==> src/rtl/memory_stage.sv <==
// Memory stage: forwards ALU results, or runs one load/store on a request/grant/response
// data port, formatting store lanes and extending load data before writeback.
module memory_stage (
   input  logic        clk_i,
   input  logic        rst_ni,
   input  logic        valid_i,
   input  logic        mem_read_i,
   input  logic        mem_write_i,
   input  logic [2:0]  funct3_i,
   input  logic [31:0] alu_result_i,
   input  logic [31:0] rs2_data_i,
   output logic        stall_o,
   output logic        dmem_req_o,
   output logic        dmem_we_o,
   output logic [31:0] dmem_addr_o,
   output logic [3:0]  dmem_be_o,
   output logic [31:0] dmem_wdata_o,
   input  logic        dmem_gnt_i,
   input  logic        dmem_rvalid_i,
   input  logic [31:0] dmem_rdata_i,
   output logic        result_valid_o,
   output logic [31:0] result_o,
   output logic        fault_o
);

   typedef enum logic [1:0] {StIdle, StReq, StWait} state_e;

   state_e      state_q, state_d;
   logic [31:0] addr_q, wdata_q, result_q;
   logic [3:0]  be_q;
   logic [2:0]  funct3_q;
   logic        we_q, result_valid_q, fault_q;

   logic        mem_op, illegal, misaligned, start_mem;
   logic [1:0]  off;
   logic [3:0]  be_fmt;
   logic [31:0] wdata_fmt, shifted, load_val;

   assign off     = alu_result_i[1:0];
   assign mem_op  = mem_read_i | mem_write_i;
   // Loads accept B/H/W/BU/HU; stores only B/H/W.
   assign illegal = mem_read_i ? (funct3_i == 3'b011 || funct3_i[2:1] == 2'b11)
                               : (funct3_i[2] || funct3_i[1:0] == 2'b11);
   assign misaligned = (funct3_i[1:0] == 2'b01 && off[0]) ||
                       (funct3_i[1:0] == 2'b10 && off != 2'b00);
   assign start_mem  = valid_i && mem_op && !illegal && !misaligned;

   always_comb begin
      be_fmt    = 4'b1111;
      wdata_fmt = rs2_data_i;
      unique case (funct3_i[1:0])
         2'b00: begin
            be_fmt    = 4'b0001 << off;
            wdata_fmt = {4{rs2_data_i[7:0]}};
         end
         2'b01: begin
            be_fmt    = off[1] ? 4'b1100 : 4'b0011;
            wdata_fmt = {2{rs2_data_i[15:0]}};
         end
         default: ;
      endcase
   end

   assign shifted = dmem_rdata_i >> {addr_q[1:0], 3'b000};

   always_comb begin
      load_val = dmem_rdata_i;
      unique case (funct3_q)
         3'b000:  load_val = {{24{shifted[7]}}, shifted[7:0]};
         3'b100:  load_val = {24'b0, shifted[7:0]};
         3'b001:  load_val = {{16{shifted[15]}}, shifted[15:0]};
         3'b101:  load_val = {16'b0, shifted[15:0]};
         default: load_val = dmem_rdata_i;
      endcase
   end

   always_ff @(posedge clk_i or negedge rst_ni) begin
      if (!rst_ni) state_q <= StIdle;
      else         state_q <= state_d;
   end

   always_comb begin
      state_d = state_q;
      unique case (state_q)
         StIdle:  if (start_mem) state_d = StReq;
         StReq:   if (dmem_gnt_i) state_d = we_q ? StIdle : StWait;
         StWait:  if (dmem_rvalid_i) state_d = StIdle;
         default: state_d = StIdle;
      endcase
   end

   always_comb begin
      stall_o    = (state_q != StIdle);
      dmem_req_o = (state_q == StReq);
   end

   always_ff @(posedge clk_i or negedge rst_ni) begin
      if (!rst_ni) begin
         addr_q         <= '0;
         wdata_q        <= '0;
         be_q           <= '0;
         funct3_q       <= '0;
         we_q           <= 1'b0;
         result_q       <= '0;
         result_valid_q <= 1'b0;
         fault_q        <= 1'b0;
      end else begin
         result_valid_q <= 1'b0;
         unique case (state_q)
            StIdle: begin
               if (start_mem) begin
                  addr_q   <= alu_result_i;
                  wdata_q  <= wdata_fmt;
                  be_q     <= be_fmt;
                  funct3_q <= funct3_i;
                  we_q     <= mem_write_i;
               end else if (valid_i) begin
                  result_q       <= alu_result_i;
                  result_valid_q <= 1'b1;
                  fault_q        <= mem_op;
               end
            end
            StReq: begin
               if (dmem_gnt_i && we_q) begin
                  result_q       <= '0;
                  result_valid_q <= 1'b1;
                  fault_q        <= 1'b0;
               end
            end
            StWait: begin
               if (dmem_rvalid_i) begin
                  result_q       <= load_val;
                  result_valid_q <= 1'b1;
                  fault_q        <= 1'b0;
               end
            end
            default: ;
         endcase
      end
   end

   assign dmem_we_o      = we_q;
   assign dmem_addr_o    = {addr_q[31:2], 2'b00};
   assign dmem_be_o      = be_q;
   assign dmem_wdata_o   = wdata_q;
   assign result_valid_o = result_valid_q;
   assign result_o       = result_q;
   assign fault_o        = fault_q;

endmodule
==> config.mk <==
export PLATFORM = sky130hd
export DESIGN_NAME = memory_stage
export DESIGN_NICKNAME = d
export VERILOG_FILES = /design/src/rtl/memory_stage.sv
export SDC_FILE = /design/constraint.sdc
export NUM_CORES = 1
export LEC_CHECK = 0
export ABC_AREA = 1
export BUFFER_PORTS_ARGS = -buffer_cell sky130_fd_sc_hd__clkbuf_2
export CORE_MARGIN = 2
export CORE_UTILIZATION = 51
export DETAILED_ROUTE_END_ITERATION = 10
export GPL_ROUTABILITY_DRIVEN = 0
export GPL_TIMING_DRIVEN = 0
export PLACE_DENSITY_LB_ADDON = 0.2
export SYNTH_ARGS = -nofsm -noshare
export SYNTH_HDL_FRONTEND = slang
export SYNTH_SLANG_ARGS = --single-unit
==> constraint.sdc <==
create_clock -name clk_i -period 1.94 [get_ports clk_i]
set_input_delay 0.582 -clock clk_i [delete_from_list [all_inputs] [get_ports clk_i]]
set_output_delay 0.582 -clock clk_i [all_outputs]
set_load 0.01 [all_outputs]
== After elaboration in Yosys (flattened, before gate mapping) ==
Cells that the tools add are included.
Widths: inputs -> output; s select.

* Equality and inequality tests: 16
* Shift operators: 2
* Multiplexer cells: 25
* Bitwise gates (word level): 1
* Reductions and logical operators: 20

{| class="wikitable"
|+ Operator list
! operator !! count
|-
| $mux 32 || 4
|-
| $pmux 32 s4 || 1
|-
| $pmux 32 s3 || 1
|-
| $pmux 32 s2 || 1
|-
| $shr 32x5->16 || 1
|-
| $mux 1 || 9
|-
| $eq 2x2->1 const B || 4
|-
| $mux 2 || 4
|-
| $ne 2x2->1 const B || 4
|-
| $pmux 4 s2 || 1
|-
| $eq 3x3->1 const B || 2
|-
| $logic_and 1x1->1 || 6
|-
| $pmux 1 s3 || 2
|-
| $pmux 2 s3 || 1
|-
| $reduce_and 5->1 || 1
|-
| $eq 2x1->1 const B || 2
|-
| $logic_not 2->1 || 2
|-
| $mux 4 || 1
|-
| $ne 2x1->1 const B || 2
|-
| $reduce_bool 2->1 || 2
|-
| $shl 1x2->4 const A || 1
|-
| $eq 3x1->1 const B || 1
|-
| $eq 3x2->1 const B || 1
|-
| $logic_not 3->1 || 1
|-
| 6 further kinds || 9
|}

* Bits in registers: 108
* Bits of input ports: 106
* Output and inout port bits: 105
* Logic and storage cells: 73

== Longest topological paths before layout ==
* Depth in word-level cells: 8
* Mapped depth: 11
* Depth with buffers taken out: 10

== Worst setup path after synthesis ==
No wires, ideal clock.

* Kind: register to register
* Start point: register state_q[0]
* End point: register result_q[7], in the netlist result_o[7]
* Setup time: 127 ps
* Arrival time: 1580 ps
* Required time: 1813 ps
* Path slack: 233 ps
* Stages on the path, launching flop included: 9
* Path buffers: 2
* Path through: dfrtp_1 > inv_1 > ha_1 > buf_2 > nand2_1 > clkbuf_1 > nor2_1 > a22oi_1 > o21ai_0

* Cells in the longest elaborated chain, start to end: 3
* Elaborated cells between the ends (all ways): 10
* Classes of those cells: eq/ne (6); mux (1); reduce/logical (3)

{| class="wikitable"
|+ RTL lines
! item !! line !! RTL
|-
| start, declared || 28 || <nowiki>state_e state_q, state_d;</nowiki>
|-
| start signal, assigned || 78 || <nowiki>if (!rst_ni) state_q <= StIdle;</nowiki>
|-
| start signal, assigned || 79 || <nowiki>else state_q <= state_d;</nowiki>
|-
| $eq 2x2->1, or another cell as far along || 109 || <nowiki>unique case (state_q)</nowiki>
|-
| $ne 2x2->1 (no line), or another cell as far along || -- ||
|-
| $reduce_and 5->1 (no line) || -- ||
|-
| end signal, assigned || 118 || <nowiki>result_q <= alu_result_i;</nowiki>
|-
| end signal, assigned || 132 || <nowiki>result_q <= load_val;</nowiki>
|-
| end, declared || 29 || <nowiki>logic [31:0] addr_q, wdata_q, result_q;</nowiki>
|}

Parallel ways exist; a longest one is shown, timed or not.
A chain may end at the register's enable or synchronous reset.

== Worst setup path in the final report ==
* Start point: register state_q[0]
* End point: output stall_o

* Cells in the longest elaborated chain, start to end: 1

{| class="wikitable"
|+ RTL lines
! item !! line !! RTL
|-
| $reduce_bool 2->1 || 93 || <nowiki>stall_o = (state_q != StIdle);</nowiki>
|-
| end, declared || 12 || <nowiki>output logic stall_o,</nowiki>
|}

No other way between the ends.

==> results.md <==
- Count of cell types in the netlist: 30
- Post-layout power: 12.0 mW
- R2r startpoint: state_q[0]$_DFFE_PN0P_
- Top routing layer in use: met4
- Routed wire per std cell: 14.7 um
- Critical R2R Capture: result_o[3]$_DFFE_PN0P_
- Status: finished, final reports clean
- Clock input transition at the sequential cells of the worst setup and hold paths: 80 ps
- Non-Filler Instances: 1215
- Vias post-DR: 6193
- Fin util: 66.7%
- Largest net degree at the start of global routing: 109
- Top cell types by occurrence after synthesis: nand2_1 (422), dfrtp_1 (108), inv_1 (39)
- Placed Cells: 1193
- CTS Root Cell: clkbuf_16
- Number of I/O port buffers: 208
- Die X-Extent: 112 um
- Die Height: roughly 110 um
- Fin nets: 1177
- CP Data Arrival Time: 1290 ps
- FF+latch count, synth: approximately 110
- Area Overhead vs Synth: 27.7%
- Max VDD drop: 0.000928 V
- Post-Synthesis Cells: 841
- Multi-input logic area: 0.00262 mm2
- Tightest Hold Check Type: in2async
- DR WL met2: 8400 um
- Core area: 0.0114 mm2
- TritonRoute pass-1 iters: 5
- Startpoint types: flop
- Global route total overflow: 0
- I/O Pins: 211
- Syn Std Cell Area: 0.00594 mm2
- Die footprint: 0.0125 mm2
- Post-route setup slack: 68.3 ps
- CTS tree: yes
- Post-DP HPWL: 13400 um
- Hold Fails Final Rpt: 0
- Metal-1 WL: around 7800 um
- Crit path to: stall_o
- CP max stage delay: 400 ps
- Initial antenna violation count: 0
- FMAX: 0.534 GHz
- Setup TNS: 0 ps
- Power Density: 1580 mW/mm2
- TritonCTS buffer count: 9
- Main flop type after synthesis: dfrtp_1
- R2r setup slk: 130 ps
- Sequential area share after synthesis: a little under half
- Area share of the largest cell type after synthesis: between 40% and 50%
- Final clock skew: between 7 and 8 ps
- Vias per cell: about 5.1
- H-tree depth: 3
- Tightest Pin Transition: 869 ps
- Share of cells above drive strength 1: 29.4%
- Fillers: 1064
- DR iter-0 viols: 415
- Count leader, synth: nand2_1
- Worst Path Max Fanout: 5
- P_leak: 4.49 nW
- Max stage delay cell, worst path: dfrtp_1
- Pre-CTS setup slack: -171 ps
- Final setup vio count: 0
- CP startpoint: state_q[0]$_DFFE_PN0P_
- First-pass GRT wire length: 28500 um
- Pins Over Slew Limit: 0
- Final ANT Viol Nets: 0
- CP Cell Sequence: inv_1, ha_2, inv_2, clkbuf_2
- Number of global-route vias before repair: a little under 6000
- Maximum clock path buffer count: 2
- Gr usage total: ~28%
- Synth area leader: dfrtp_1
- Tmin final: between 1500 and 2000 ps
- Initial Util: between 50% and 60%
- Period utilisation layout: 96.5%
- Routed WL: roughly 18000 um
- Synth Warn #: 0
- Seq. cell area: 0.00270 mm2
- Clk sinks: about 110
- Setup crit end kind: output port
- Critical Path RT: 1360 ps
- Syn_area_per_cell: 7.06 um2
- FF-to-FF path depth: 10
- Clk_lat worst skew: 360 ps
- Asr flop ratio synth: 100%
- Max cap viols: 0
- Setup Crit Path Kind: reg2out
- WL met3: between 1000 and 1500 um
- Slew headroom: between 40% and 50%
- DRC violations left: 0
- Number of flops mapped to enable cells by yosys: 0
- Row cnt: 39
- Antenna diodes: 0
- Top cells by area, synth: dfrtp_1 (46%), nand2_1 (27%), buf_4 (4.6%), o21ai_0 (3.0%), nand3_1 (2.9%)
-- cell type report --
cell class	instances	share of cell area, %
buffer	73	6.62
clock buffer	9	2.97
clock inverter	7	1.09
inverter	46	2.36
multi-input combinational	615	34.5
sequential	108	35.6
tap	143	2.36
timing repair buffer	214	14.4
-- how the worst min path moves through the flow --
stage | end | slack [ps] | from
5_1_grt | result_o[16]$_DFFE_PN0P_ | 400 | rst_ni
3_3_place_gp | addr_q[23]$_DFFE_PN0P_ | 460 | addr_q[23]$_DFFE_PN0P_
4_1_cts | result_o[20]$_DFFE_PN0P_ | 370 | rst_ni
6_report | result_o[19]$_DFFE_PN0P_ | 280 | rst_ni
2_1_floorplan | addr_q[0]$_DFFE_PN0P_ | 290 | rst_ni
3_5_place_dp | addr_q[16]$_DFFE_PN0P_ | 470 | addr_q[16]$_DFFE_PN0P_
-- cells in the final DEF (no fill, tap or decap), types with 9 or more instances in the layout --
cell	count
a21oi_1	34
nand3_1	35
clkbuf_16	9
dfrtp_1	108
buf_2	15
clkbuf_2	209
o21ai_1	30
inv_1	39
o21ai_0	36
nand2_1	421
buf_4	43
nor2_1	35
-- sequential cells by signal, indices dropped and copies added, names as in the netlist --
| signal | count |
|---|---|
| addr_q | 32 |
| dmem_be_o | 4 |
| dmem_wdata_o | 32 |
| dmem_we_o | 1 |
| fault_o | 1 |
| funct3_q | 3 |
| result_o | 32 |
| result_valid_o | 1 |
| state_q | 2 |
-- repair_timing --
action,CTS,global route
cloned,0,0
gates resized for setup,6,25
setup endpoints to repair,34,62
hold buffers,0,0
pin swaps,0,3
buffers inserted,2,4
-- metrics by stage --
step                hold WS [ps]  area [um2]
finish                       279        7580
global placement             464        7160
CTS                          372        7510
floorplan                    286        5940
global route                 396        7580
detailed placement           467        7170
-- routing by layer --
layer,track usage [%],up-vias
met5,0,-
met4,8.56,0
met3,5.50,35
met2,46.6,249
met1,38.3,2870
li1,-,3039
-- cells by family (layout without fill, tap and decap cells) --
group           after synthesis  after routing  synth area share, %
compound gates              106            106                 9.31
simple gates                503            503                 33.6
buf+inv                     119            349                 10.6
other cells                   1              2               0.0632
fa+ha+maj                     4              4                0.843
flops                       108            108                 45.5
-- where the power goes --
| part | total [mW] | internal [mW] | switching (mW) |
|---|---|---|---|
| Sequential | 3.86 | 3.26 | 0.602 |
| Clock | 1.94 | 1.02 | 0.913 |
| Combinational | 6.19 | 2.53 | 3.66 |
| Total | 12.0 | 6.81 | 5.18 |
-- worst max-delay path, delay by kind of cell (launching register included) --
kind / cells / cell delay (ps)
flops: 1 / 400
fa+ha+maj: 1 / 230
buf+inv: 3 / 300
Note: power is estimated with default switching activity, not from simulation.
